==> src/rtl/led_matrix_scan_ctrl.sv <==
// Column-scanning LED matrix output stage: holds an 8x8 frame and drives one column at a time.
// Each column has a blanking gap, then a dwell window with global PWM brightness.
module led_matrix_scan_ctrl #(
    parameter int DWELL_CYCLES = 256,
    parameter int BLANK_CYCLES = 4,
    parameter int CNT_W        = 16
) (
    input  logic        clk,
    input  logic        rst_n,
    input  logic        enable,
    input  logic [63:0] frame_in,
    input  logic        frame_valid,
    input  logic [3:0]  brightness,
    output logic        frame_ack,
    output logic        frame_ovr,
    output logic        frame_sync,
    output logic [7:0]  col_sel,
    output logic [7:0]  row_data
);

    typedef enum logic [1:0] {IDLE, BLANK, DWELL} state_t;

    localparam logic [CNT_W-1:0] BLANK_LAST = CNT_W'(BLANK_CYCLES - 1);
    localparam logic [CNT_W-1:0] DWELL_LAST = CNT_W'(DWELL_CYCLES - 1);
    localparam logic [CNT_W-1:0] PWM_STEP   = CNT_W'(DWELL_CYCLES / 16);

    state_t           state, state_nxt;
    logic [2:0]       col, col_nxt;
    logic [CNT_W-1:0] phase, phase_nxt;
    logic [63:0]      active, pending;
    logic             pend_v;
    logic [3:0]       bright_r;
    logic             boundary;
    logic [CNT_W-1:0] pwm_thr;

    // First cycle of column 0 blanking marks the frame boundary.
    assign boundary = (state == BLANK) && (col == 3'd0) && (phase == '0);
    assign pwm_thr  = CNT_W'(bright_r) * PWM_STEP;

    always_ff @(posedge clk) begin
        if (!rst_n) begin
            state <= IDLE;
            col   <= 3'd0;
            phase <= '0;
        end else begin
            state <= state_nxt;
            col   <= col_nxt;
            phase <= phase_nxt;
        end
    end

    always_comb begin
        state_nxt = state;
        col_nxt   = col;
        phase_nxt = phase + 1'b1;
        if (!enable) begin
            state_nxt = IDLE;
            col_nxt   = 3'd0;
            phase_nxt = '0;
        end else begin
            case (state)
                IDLE: begin
                    state_nxt = BLANK;
                    col_nxt   = 3'd0;
                    phase_nxt = '0;
                end
                BLANK: begin
                    if (phase == BLANK_LAST) begin
                        state_nxt = DWELL;
                        phase_nxt = '0;
                    end
                end
                DWELL: begin
                    if (phase == DWELL_LAST) begin
                        state_nxt = BLANK;
                        col_nxt   = col + 3'd1;   // 7 wraps to 0: next frame
                        phase_nxt = '0;
                    end
                end
                default: begin
                    state_nxt = IDLE;
                    col_nxt   = 3'd0;
                    phase_nxt = '0;
                end
            endcase
        end
    end

    // Adoption uses the old pending value, so a capture on the boundary waits a frame.
    always_ff @(posedge clk) begin
        if (!rst_n) begin
            active   <= '0;
            pending  <= '0;
            pend_v   <= 1'b0;
            bright_r <= 4'd0;
        end else begin
            if (boundary) begin
                bright_r <= brightness;
                if (pend_v) active <= pending;
            end
            if (frame_valid) begin
                pending <= frame_in;
                pend_v  <= 1'b1;
            end else if (boundary) begin
                pend_v  <= 1'b0;
            end
        end
    end

    always_comb begin
        col_sel  = 8'h00;
        row_data = 8'h00;
        if (state == DWELL) begin
            col_sel = 8'b1 << col;
            if (phase < pwm_thr) row_data = active[{col, 3'b000} +: 8];
        end
    end

    assign frame_sync = boundary;
    assign frame_ack  = boundary && pend_v;
    assign frame_ovr  = frame_valid && pend_v && !boundary;

endmodule

==> config.mk <==
export PLATFORM = sky130hd
export DESIGN_NAME = led_matrix_scan_ctrl
export DESIGN_NICKNAME = d
export VERILOG_FILES = /design/src/rtl/led_matrix_scan_ctrl.sv
export SDC_FILE = /design/constraint.sdc
export NUM_CORES = 1
export LEC_CHECK = 0
export ABC_CLOCK_PERIOD_IN_PS = 2400
export CORE_MARGIN = 8
export CORE_UTILIZATION = 50
export CTS_CLUSTER_SIZE = 16
export DETAILED_ROUTE_END_ITERATION = 8
export PLACE_DENSITY = 0.81
export SYNTH_ARGS = -nofsm -noshare
export SYNTH_HDL_FRONTEND = slang
export SYNTH_SLANG_ARGS = --single-unit
export TNS_END_PERCENT = 10
==> constraint.sdc <==
create_clock -name clk -period 2.4 [get_ports clk]
set_input_delay 0.48 -clock clk [delete_from_list [all_inputs] [get_ports clk]]
set_output_delay 0.48 -clock clk [all_outputs]
set_load 0.02 [all_outputs]
==> insert_results.sql, run 1 <==
INSERT INTO impl_metrics (metric_group, metric, value, unit) VALUES
('setup_path', 'r2r_setup_slack', '-0.01', 'ns'),
('setup_path', 'worstPathRequired', '1.92', 'ns'),
('sta', 'grt_setup_unrepaired', 'true', ''),
('synthesis', 'synth.yosys.warnings', '0', ''),
('routing', 'wl_per_cell', '17.2', 'µm'),
('floorplan', 'die_height', '132', 'µm'),
('sta', 'maxSlewViolCount', '0', ''),
('sta', 'slew_headroom', '0.270', ''),
('sta', 'fmaxAchievable', '0.405', 'GHz'),
('flow_run', 'maxCapViolCount', '0', ''),
('layout', 'antenna_cells_inserted', '0', ''),
('grt', 'antenna_found_initial', '0', ''),
('placed_design', 'globalplace.congestion', '0.897', ''),
('routing', 'dr.pass1.iters', '5', ''),
('sta', 'timing.final.crit_share', '1.03', ''),
('routing', 'routed_wirelength', '17500', 'µm'),
('floorplan', 'number_of_core_rows', '42', ''),
('layout', 'sequential_cell_area', '3090', 'µm²'),
('sta', 'setup_viol', '5', ''),
('layout', 'leading_cell_types_in_the_layout_fill_and_taps_excluded', 'dfxtp_1, nand2_1, mux2i_1', ''),
('setup_path', 'r2r_start', 'state[1]$_SDFFE_PN0P_', ''),
('setup_path', 'path_max_fanout', '8', ''),
('routing', 'routed_via_density', '5.40', ''),
('routing', 'number_of_remaining_drc_errors', '0', ''),
('placed_design', 'post-dp-hpwl', '11800', 'µm'),
('synthesis', 'count_of_state_elements_after_synthesis', '154', ''),
('floorplan', 'core_region_area', '13200', 'µm²'),
('routing', 'ant_nets', '0', ''),
('synthesis', 'netlist_area', '6740', 'µm²'),
('layout', 'mostFrequentLayoutCell', 'dfxtp_1', ''),
('grt', 'grt_overflow', '0', ''),
('layout', 'final_net_count', '915', ''),
('layout', 'post-route-util', '0.671', ''),
('setup_path', 'worstRegToRegCells', '16', ''),
('sta', 'setup_slack', '-0.0672', 'ns'),
('synthesis', 'synth_enable_flop_cells', '0', ''),
('synthesis', 'avgSynthCellArea', '9.53', 'µm²'),
('power', 'p_leak', '3.47', 'nW'),
('synthesis', 'ys.flop_type', 'dfxtp_1', ''),
('floorplan', 'die_area', '17400', 'µm²'),
('synthesis', 'post_synth_inst_count', '707', ''),
('synthesis', 'postSynth.asyncResetShare', '0', ''),
('sta', 'worst_slew_pin_slew', '1.10', 'ns'),
('clock_tree', 'clock_tree_from_tritoncts', 'built', ''),
('worst_hold_path', 'timing.hold.worst_path_depth', '3', ''),
('grt', 'wire_length_of_the_first_global_routing_pass', '28200', 'µm'),
('run_status', 'outcome', 'complete, but fails checks', ''),
('layout', 'syn_to_final_growth', '31.4', '%'),
('floorplan', 'start_util', '0.511', ''),
('placed_design', 'dp_cells', '972', ''),
('worst_hold_path', 'worstHoldStart', 'frame_valid', ''),
('run_status', 'violations_in_the_final_reports', 'setup timing', ''),
('clock_tree', 'tritoncts.num_buffers', '17', ''),
('grt', 'grtUsageTotal', '0.198', ''),
('layout', 'fillerInstances', '968', ''),
('layout', 'layout.cells.non_filler', '1017', ''),
('setup_path', 'worstSetupPathType', 'register to output port', ''),
('clock_tree', 'htree_levels', '4', ''),
('power', 'power-per-cell-area', '668', 'nW/µm²'),
('layout', 'drive_above_1_share', '0.183', ''),
('synthesis', 'syn_nets', '794', ''),
('worst_hold_path', 'holdCritPathClass', 'primary input to register', ''),
('sta', 'period_needed', '2.47', 'ns'),
('clock_tree', 'clk_transition_reported_paths', '0.06', 'ns'),
('grt', 'first_global_vias', '5713', ''),
('clock_tree', 'clock-root-buffer', 'clkbuf_16', ''),
('clock_tree', 'hold_buffers', '0', ''),
('floorplan', 'die_w', '132', 'µm'),
('grt', 'grt_max_degree', '129', ''),
('floorplan', 'pin_count', '91', ''),
('clock_tree', 'clk_sinks', '154', '');
## area by class of cell
class	instances	area share
multi-input cells	490	0.396
flip-flops and latches	154	0.349
repair buffers	150	0.154
clock buffers	18	0.0496
well taps	176	0.0249
clock inverters	14	0.0196
inverters	15	0.00636
## worst max-delay path by stage
stage | start | end | slack, ns | depth (start not counted)
floorplan | col[1]$_SDFFE_PN0P_ | frame_ack | 0.03 | 9
global placement | bright_r[1]$_SDFFE_PN0P_ | row_data[7] | -0.21 | 7
detailed placement | bright_r[1]$_SDFFE_PN0P_ | row_data[0] | -0.29 | 7
CTS | bright_r[1]$_SDFFE_PN0P_ | row_data[0] | -0.13 | 7
global route | bright_r[3]$_SDFFE_PN0P_ | row_data[7] | -0.12 | 5
finish | bright_r[3]$_SDFFE_PN0P_ | row_data[0] | -0.07 | 5
## repair_timing
item,in CTS,in global routing
endpoints found under the setup margin,19,15
resized for setup,74,30
hold endpoints to repair,0,0
setup buffers,13,0
pin swaps,4,5
## sequential cells by signal, indices dropped and copies added, names as in the netlist
register	cells
active	64
phase	16
pend_v	1
bright_r	4
state	2
col	3
pending	64
## layer usage
| layer | vias up | global-route usage | routed length [µm] |
|---|---|---|---|
| li1 | 2650 | - | - |
| met1 | 2619 | 0.229 | 7630 |
| met2 | 178 | 0.337 | 8470 |
| met3 | 47 | 0.0454 | 782 |
| met4 | 0 | 0.0983 | 578 |
| met5 | - | 0 | 0 |
## cells by family (layout without fill, tap and decap cells)
| family | Yosys count | count (layout) | share of synthesized area |
|---|---|---|---|
| fa+ha+maj | 15 | 15 | 0.0279 |
| xor+xnor | 13 | 13 | 0.0169 |
| compound gates | 35 | 35 | 0.0364 |
| buf+inv | 63 | 197 | 0.0399 |
| simple gates | 283 | 283 | 0.177 |
| mux | 144 | 144 | 0.244 |
| flops | 154 | 154 | 0.458 |
## Yosys cell counts (3+ instances only)
cell / number / share of area
nand2_1: 150 / 0.084
mux2i_1: 128 / 0.19
clkbuf_1: 30 / 0.017
a21oi_1: 10 / 0.0074
o21ai_0: 10 / 0.0074
buf_1: 6 / 0.0033
nand4_1: 11 / 0.010
ha_1: 15 / 0.028
a221oi_1: 9 / 0.012
and2_1: 5 / 0.0046
nor2_1: 85 / 0.047
inv_1: 13 / 0.0072
buf_2: 5 / 0.0037
nand3_1: 8 / 0.0059
xor2_1: 7 / 0.0091
buf_4: 7 / 0.0078
xnor2_1: 6 / 0.0078
and4_1: 3 / 0.0039
dfxtp_1: 154 / 0.46
nor4_1: 4 / 0.0037
mux4_2: 16 / 0.054
and3_1: 4 / 0.0037
## critical path, cell delays in order, from the launching register on
cell      delay [ns]
dfxtp_1         0.39
inv_1           0.08
ha_1            0.46
a221oi_4        0.38
buf_6           0.15
buf_6           0.11
## stage by stage
step	setup WS, ns	cell area [µm²]
2_1_floorplan	0.0258	6740
3_3_place_gp	-0.211	8060
3_5_place_dp	-0.294	8060
4_1_cts	-0.125	8770
5_1_grt	-0.116	8850
6_report	-0.0672	8850
## where the power goes
group	switching, mW	total (mW)	internal [mW]	leakage (nW)
Clock	1.16	2.77	1.61	0.300
Sequential	0.0501	2.69	2.64	1.26
Combinational	0.215	0.460	0.245	1.91
Note: power is estimated with default switching activity, not from simulation.
==> run 2: changes to the inputs <==
--- a/config.mk
+++ b/config.mk
@@ -6,7 +6,6 @@
 export NUM_CORES = 1
 export LEC_CHECK = 0
 export ABC_CLOCK_PERIOD_IN_PS = 2400
-export CORE_MARGIN = 8
 export CORE_UTILIZATION = 50
 export CTS_CLUSTER_SIZE = 16
 export DETAILED_ROUTE_END_ITERATION = 8
==> run 2 against run 1 <==
  * The run still ends with setup timing left
  * Clock skew rose by 0.00082 ns
  * Fmax up 2.6%
  * Critical path depth is 1 higher
  * Sequential power about the same
  * Core utilization shrank 1.4 points
  * Die area shrank 20%
  * Cell count decreased by 2.1%
  * Combinational power down 4.8%
  * Via count fell by 3.8%
  * First-iteration DRC count shrank 4.8%
  * Routed wire length shrank 7.0%
  * Clock power is essentially flat
==> insert_results.sql, run 2 (synthesis results as in run 1) <==
INSERT INTO impl_metrics (metric_group, metric, value, unit) VALUES
('grt', 'grt_overflow', '0', ''),
('power', 'netSwitchingFraction', '0.220', ''),
('layout', 'final_net_count', '895', ''),
('clock_tree', 'hold_buffers', '0', ''),
('power', 'power.total', '5.89', 'mW'),
('routing', 'wl_per_cell', '16.3', 'µm'),
('grt', 'grtUsageTotal', '0.239', ''),
('setup_path', 'critPathMaxStageDelay', '0.33', 'ns'),
('power', 'netSwitchingPower', '1.29', 'mW'),
('placed_design', 'placement.setup.worst_slack', '-0.126', 'ns'),
('setup_path', 'worstSetupPathType', 'register to output port', ''),
('routing', 'ant_nets', '0', ''),
('floorplan', 'start_util', '0.511', ''),
('placed_design', 'globalplace.congestion', '0.941', ''),
('worst_hold_path', 'holdCritPathClass', 'primary input to register', ''),
('grt', 'wire_length_of_the_first_global_routing_pass', '26400', 'µm'),
('flow_run', 'maxCapViolCount', '0', ''),
('floorplan', 'pin_count', '91', ''),
('worst_hold_path', 'timing.hold.worst_path_depth', '3', ''),
('floorplan', 'die_height', '118', 'µm'),
('sta', 'setup_slack', '-0.00487', 'ns'),
('setup_path', 'worstPathCellList', 'inv_2, ha_4, a21o_1, a21o_4, a221oi_2, buf_4', ''),
('power', 'power-per-cell-area', '679', 'nW/µm²'),
('floorplan', 'core_region_area', '13200', 'µm²'),
('grt', 'grt_max_degree', '131', ''),
('clock_tree', 'cts_setup_buffers', '0', ''),
('sta', 'slew_headroom', '0.264', ''),
('power', 'cell_internal_power_dissipation', '4.59', 'mW'),
('sta', 'worst_slew_pin_slew', '1.10', 'ns'),
('clock_tree', 'clock_tree_from_tritoncts', 'built', ''),
('sta', 'timing.clock.skew', '0.00952', 'ns'),
('setup_path', 'r2r_start', 'phase[13]$_SDFF_PN0_', ''),
('placed_design', 'placement.io_buffers', '90', ''),
('setup_path', 'critPathBufInv', '2', ''),
('placed_design', 'post-dp-hpwl', '11200', 'µm'),
('clock_tree', 'htree_levels', '4', ''),
('routing', 'routed_wirelength', '16200', 'µm'),
('sta', 'setup_viol', '2', ''),
('clock_tree', 'clk_transition_reported_paths', '0.06', 'ns'),
('power', 'p_leak', '3.33', 'nW'),
('setup_path', 'worstSetupEndpointType', 'output port', ''),
('clock_tree', 'tritoncts.num_buffers', '17', ''),
('sta', 'hold_viol_final', '0', ''),
('power', 'pwr-share-comb', '0.074', ''),
('routing', 'routed_via_density', '5.31', ''),
('sta', 'fmaxAchievable', '0.416', 'GHz'),
('layout', 'leading_cell_types_in_the_layout_fill_and_taps_excluded', 'nand2_1, dfxtp_1, mux2i_1', ''),
('run_status', 'violations_in_the_final_reports', 'setup timing', ''),
('clock_tree', 'clk_sinks', '154', ''),
('layout', 'registers_with_the_highest_flip_flop_counts', 'active x64, pending x64, phase x16', ''),
('sta', 'period_needed', '2.40', 'ns'),
('sta', 'maxSlewViolCount', '0', ''),
('layout', 'mostFrequentLayoutCell', 'nand2_1', ''),
('floorplan', 'number_of_core_rows', '42', ''),
('clock_tree', 'insertion_delay', '0.42', 'ns'),
('layout', 'antenna_cells_inserted', '0', ''),
('setup_path', 'path_max_fanout', '8', ''),
('worst_hold_path', 'worstHoldStart', 'frame_valid', ''),
('routing', 'drt_iter0_markers', '380', ''),
('worst_hold_path', 'worstHoldEndpoint', 'pend_v$_SDFFE_PN0P_', ''),
('setup_path', 'worstRegToRegCells', '5', ''),
('grt', 'first_global_vias', '5364', ''),
('clock_tree', 'cts-root-to-sink-buffers', '2', ''),
('setup_path', 'cp_top_family', 'compound AO/OA/AOI/OAI gates', ''),
('power', 'max-vdd-ir-drop', '0.536', 'mV'),
('routing', 'dr.pass1.iters', '5', ''),
('placed_design', 'detailed_place.area', '7990', 'µm²'),
('setup_path', 'worstPathRequired', '1.92', 'ns'),
('layout', 'fillerInstances', '1025', ''),
('layout', 'drive_above_1_share', '0.159', ''),
('sta', 'timing.final.crit_share', '1.00', ''),
('sta', 'grt_setup_unrepaired', 'true', ''),
('setup_path', 'critical_path.reg2reg.endpoint', 'state[0]$_SDFFE_PN0P_', ''),
('layout', 'syn_to_final_growth', '28.6', '%'),
('power', 'clockPowerShare', '0.469', ''),
('setup_path', 'cp_data_arrival_time', '1.92', 'ns'),
('setup_path', 'cpMaxStageDelayCell', 'dfxtp_2', ''),
('run_status', 'outcome', 'complete, but fails checks', ''),
('layout', 'final_cell_area', '8660', 'µm²'),
('power', 'seq_power_share', '0.457', ''),
('setup_path', 'cp-start-kind', 'register', ''),
('routing', 'number_of_remaining_drc_errors', '0', ''),
('setup_path', 'r2r_setup_slack', '0.07', 'ns'),
('floorplan', 'die_area', '13900', 'µm²'),
('floorplan', 'die_w', '118', 'µm'),
('layout', 'post-route-util', '0.657', ''),
('routing', 'detailroute.via_count', '5284', ''),
('grt', 'antenna_found_initial', '0', ''),
('clock_tree', 'clock-root-buffer', 'clkbuf_16', '');
==> run 2: cell types whose count changed in the layout (fill, tap and decap cells not counted), moves of 2 or more <==
cell       change
inv_8          -4
a221oi_2       +5
buf_4         -12
inv_6          -5
bufinv_16      +2
nand2_1        +3
clkinv_2       +5
buf_2          -4
nand2_2        -3
buf_6          -5
a221oi_1       -4
==> run 2: worst max path at each step <==
stage	slack, ns	cells past startpoint	to	start
finish	-0.005	6	row_data[3]	bright_r[1]$_SDFFE_PN0P_
global route	-0.07	6	row_data[3]	bright_r[1]$_SDFFE_PN0P_
CTS	-0.21	6	row_data[7]	bright_r[1]$_SDFFE_PN0P_
detailed placement	-0.13	6	row_data[3]	bright_r[1]$_SDFFE_PN0P_
global placement	-0.06	6	row_data[2]	bright_r[1]$_SDFFE_PN0P_
floorplan	0.03	9	frame_ack	col[1]$_SDFFE_PN0P_
==> run 2: worst register-to-register path: stages, from the launching register on <==
cell	delay [ns]
dfxtp_1	0.34
buf_4	0.16
or4_4	0.56
o41a_1	0.52
or4_1	0.53
a21oi_1	0.15
==> run 2: per-layer routing <==
layer	part of all wire	global-route usage	vias up
li1	-	-	2609
met1	0.43	0.292	2513
met2	0.50	0.406	136
met3	0.042	0.0494	26
met4	0.027	0.105	0
met5	0	0	-
==> run 2: power by group through the flow <==
stage	Combinational, mW	Clock (mW)	Sequential (mW)
finish	0.438	2.76	2.69
global route	0.474	2.91	2.70
floorplan	0.247	0	2.72
CTS	0.436	2.78	2.69
global placement	0.412	0	2.74
detailed placement	0.426	0	2.74
==> run 2: metrics by stage <==
| stage | instances | setup TNS (ns) | hold slack [ns] |
|---|---|---|---|
| after floorplan | 707 | 0 | 0.432 |
| after global placement | 965 | -0.459 | 0.443 |
| after detailed placement | 965 | -0.820 | 0.447 |
| after CTS | 996 | -0.432 | 0.361 |
| after global routing | 996 | -0.497 | 0.392 |
| final | 996 | -0.00633 | 0.374 |
==> run 2: layout make-up <==
cell class,instances,area [µm²],share of cell area
Tap cell,176,220,0.0254
Clock inverter,13,178,0.0205
Multi-Input combinational cell,490,3490,0.403
Sequential cell,154,3090,0.357
Clock buffer,18,429,0.0495
Inverter,15,56.3,0.00650
Timing Repair Buffer,130,1200,0.138
==> run 2: repair_timing <==
action,in CTS,in global routing
gates resized for setup,72,23
pin swaps,3,10
endpoints found under the setup margin,19,14
==> run 3: changes to the inputs <==
--- a/config.mk
+++ b/config.mk
@@ -5,7 +5,7 @@
 export SDC_FILE = /design/constraint.sdc
 export NUM_CORES = 1
 export LEC_CHECK = 0
-export ABC_CLOCK_PERIOD_IN_PS = 2400
+export ABC_CLOCK_PERIOD_IN_PS = 2100
 export CORE_UTILIZATION = 50
 export CTS_CLUSTER_SIZE = 16
 export DETAILED_ROUTE_END_ITERATION = 8
==> constraint.sdc (replaced) <==
create_clock -name clk -period 2.1 [get_ports clk]
set_input_delay 0.42 -clock clk [delete_from_list [all_inputs] [get_ports clk]]
set_output_delay 0.42 -clock clk [all_outputs]
set_load 0.02 [all_outputs]
==> run 3 against run 2 <==
  * The flow still finishes with violations (setup timing)
  * Clock power grew 28%
  * Worst hold slack lost 0.056 ns
  * Critical path depth is the same
  * Flip-flop and latch count is the same
  * Clock skew shrank 0.0033 ns
  * Count of clock-buffer cells in the layout grew 3
  * Worst setup slack lost 0.28 ns
  * Via count grew 5.5%
  * Core utilization grew 4.0 points
  * Global-route usage grew 0.61 points
  * First-iteration DRC count shrank 9.7%
  * Critical path type unchanged
==> insert_results.sql, run 3 (synthesis results as in run 1) <==
INSERT INTO impl_metrics (metric_group, metric, value, unit) VALUES
('worst_hold_path', 'holdCritPathClass', 'primary input to register', ''),
('setup_path', 'worstPathRequired', '1.68', 'ns'),
('setup_path', 'critPathCapture', 'row_data[2]', ''),
('routing', 'routed_wirelength', '17600', 'µm'),
('sta', 'setup_tns', '-6.21', 'ns'),
('floorplan', 'number_of_core_rows', '42', ''),
('placed_design', 'post-dp-hpwl', '11200', 'µm'),
('grt', 'grtUsageTotal', '0.245', ''),
('layout', 'leading_cell_types_in_the_layout_fill_and_taps_excluded', 'nand2_1, dfxtp_1, mux2i_1', ''),
('layout', 'post-route-util', '0.697', ''),
('power', 'max-vdd-ir-drop', '0.544', 'mV'),
('clock_tree', 'insertion_delay', '0.42', 'ns'),
('grt', 'antenna_found_initial', '0', ''),
('setup_path', 'cp-start-kind', 'register', ''),
('sta', 'maxSlewViolCount', '0', ''),
('power', 'power.total', '7.12', 'mW'),
('floorplan', 'start_util', '0.511', ''),
('clock_tree', 'clk_sinks', '154', ''),
('layout', 'drive_above_1_share', '0.211', ''),
('grt', 'wire_length_of_the_first_global_routing_pass', '27000', 'µm'),
('setup_path', 'worstRegToRegCells', '11', ''),
('sta', 'setup_slack', '-0.282', 'ns'),
('floorplan', 'die_height', '118', 'µm'),
('floorplan', 'core_region_area', '13200', 'µm²'),
('clock_tree', 'clk_transition_reported_paths', '0.06', 'ns'),
('setup_path', 'worstSetupPathType', 'register to output port', ''),
('sta', 'grt_setup_unrepaired', 'true', ''),
('sta', 'timing.clock.skew', '0.00620', 'ns'),
('layout', 'antenna_cells_inserted', '0', ''),
('setup_path', 'critical_path.reg2reg.endpoint', 'active[38]$_SDFFE_PN0P_', ''),
('grt', 'grt_overflow', '0', ''),
('sta', 'fmaxAchievable', '0.420', 'GHz'),
('routing', 'number_of_remaining_drc_errors', '0', ''),
('clock_tree', 'htree_levels', '4', ''),
('placed_design', 'globalplace.congestion', '0.920', ''),
('routing', 'drt_iter0_markers', '343', ''),
('routing', 'dr.pass1.iters', '7', ''),
('sta', 'timing.final.crit_share', '1.13', ''),
('sta', 'hold_viol_final', '0', ''),
('run_status', 'outcome', 'complete, but fails checks', ''),
('sta', 'slew_headroom', '0.661', ''),
('setup_path', 'r2r_start', 'col[0]$_SDFFE_PN0P_', ''),
('sta', 'worst_slew_pin_slew', '0.509', 'ns'),
('placed_design', 'placement.io_buffers', '90', ''),
('clock_tree', 'clock-root-buffer', 'clkbuf_16', ''),
('layout', 'final_net_count', '919', ''),
('floorplan', 'die_area', '13900', 'µm²'),
('floorplan', 'die_w', '118', 'µm'),
('routing', 'wl_per_cell', '17.2', 'µm'),
('grt', 'grt_max_degree', '70', ''),
('run_status', 'violations_in_the_final_reports', 'setup timing', ''),
('setup_path', 'critical_path_launch_point', 'bright_r[1]$_SDFFE_PN0P_', ''),
('power', 'p_leak', '3.56', 'nW'),
('floorplan', 'pin_count', '91', ''),
('layout', 'syn_to_final_growth', '36.5', '%'),
('sta', 'period_needed', '2.38', 'ns'),
('layout', 'multiInputGateArea', '3620', 'µm²'),
('routing', 'routed_via_density', '5.46', ''),
('clock_tree', 'hold_buffers', '0', ''),
('clock_tree', 'cts-root-to-sink-buffers', '2', ''),
('flow_run', 'maxCapViolCount', '0', ''),
('grt', 'first_global_vias', '5635', ''),
('clock_tree', 'clock_tree_from_tritoncts', 'built', ''),
('sta', 'setup_viol', '81', ''),
('power', 'power-per-cell-area', '774', 'nW/µm²'),
('clock_tree', 'tritoncts.num_buffers', '17', ''),
('routing', 'detailroute.via_count', '5572', ''),
('layout', 'sequential_cell_area', '3090', 'µm²'),
('setup_path', 'worstSetupEndpointType', 'output port', ''),
('setup_path', 'r2r_setup_slack', '-0.13', 'ns'),
('layout', 'registers_with_the_highest_flip_flop_counts', 'active x64, pending x64, phase x16', ''),
('setup_path', 'path_max_fanout', '8', ''),
('layout', 'fillerInstances', '915', ''),
('setup_path', 'cp_data_arrival_time', '1.96', 'ns'),
('routing', 'ant_nets', '0', '');
==> run 3: cell types whose count changed in the layout (fill, tap and decap cells not counted), moves of 5 or more <==
cell / delta
buf_4: +9
buf_6: +9
buf_2: +6
buf_12: +5
dlygate4sd2_1: -5
==> run 3: final cells by class <==
cell class | instances | area share
clock buffer | 21 | 0.0512
tap | 176 | 0.0240
clock inverter | 11 | 0.0234
sequential | 154 | 0.336
inverter | 15 | 0.00667
multi-input combinational | 490 | 0.393
timing repair buffer | 154 | 0.165
==> run 3: layer usage <==
metal  global-route usage  vias to the layer above  wire [µm]  part of all wire
met5                    0                        -          0                 0
met4                0.110                        0        529             0.030
met3               0.0489                       35        712             0.040
met2                0.438                      171       8980              0.51
met1                0.282                     2714       7360              0.42
li1                     -                     2652          -                 -
==> run 3: repair_timing <==
action	CTS	global route
pin swaps	17	11
resized for setup	105	43
buffers inserted	1	3
gates cloned	0	2
endpoints found under the setup margin	72	98
endpoints found under the hold margin	0	0
==> run 3: power breakdown <==
part | internal [mW] | total [mW] | switching (mW)
Sequential | 3.01 | 3.07 | 0.0571
Clock | 2.32 | 3.52 | 1.20
Combinational | 0.277 | 0.530 | 0.253
==> run 3: worst min path at each step <==
| stage | start | end | slack (ns) | cells after the start |
|---|---|---|---|---|
| after floorplan | active[16]$_SDFFE_PN0P_ | active[16]$_SDFFE_PN0P_ | 0.43 | 2 |
| after global placement | active[30]$_SDFFE_PN0P_ | active[30]$_SDFFE_PN0P_ | 0.44 | 2 |
| after detailed placement | active[5]$_SDFFE_PN0P_ | active[5]$_SDFFE_PN0P_ | 0.45 | 2 |
| after CTS | frame_valid | pend_v$_SDFFE_PN0P_ | 0.31 | 3 |
| after global routing | frame_valid | pend_v$_SDFFE_PN0P_ | 0.34 | 3 |
| final | frame_valid | pend_v$_SDFFE_PN0P_ | 0.32 | 3 |
==> run 3: through the flow <==
stage	cells	hold WS [ns]	area [µm²]	setup slack (ns)
6_report	1021	0.318	9190	-0.282
3_3_place_gp	983	0.442	8230	-0.372
4_1_cts	1016	0.307	8990	-0.288
2_1_floorplan	707	0.432	6780	-0.164
3_5_place_dp	983	0.446	8230	-0.454
5_1_grt	1021	0.340	9190	-0.333
==> run 3: critical path, stage by stage, from the launching register on <==
cell	delay, ns
dfxtp_2	0.34
inv_2	0.04
ha_4	0.20
a21o_1	0.17
a21o_4	0.28
a221oi_2	0.31
buf_4	0.19
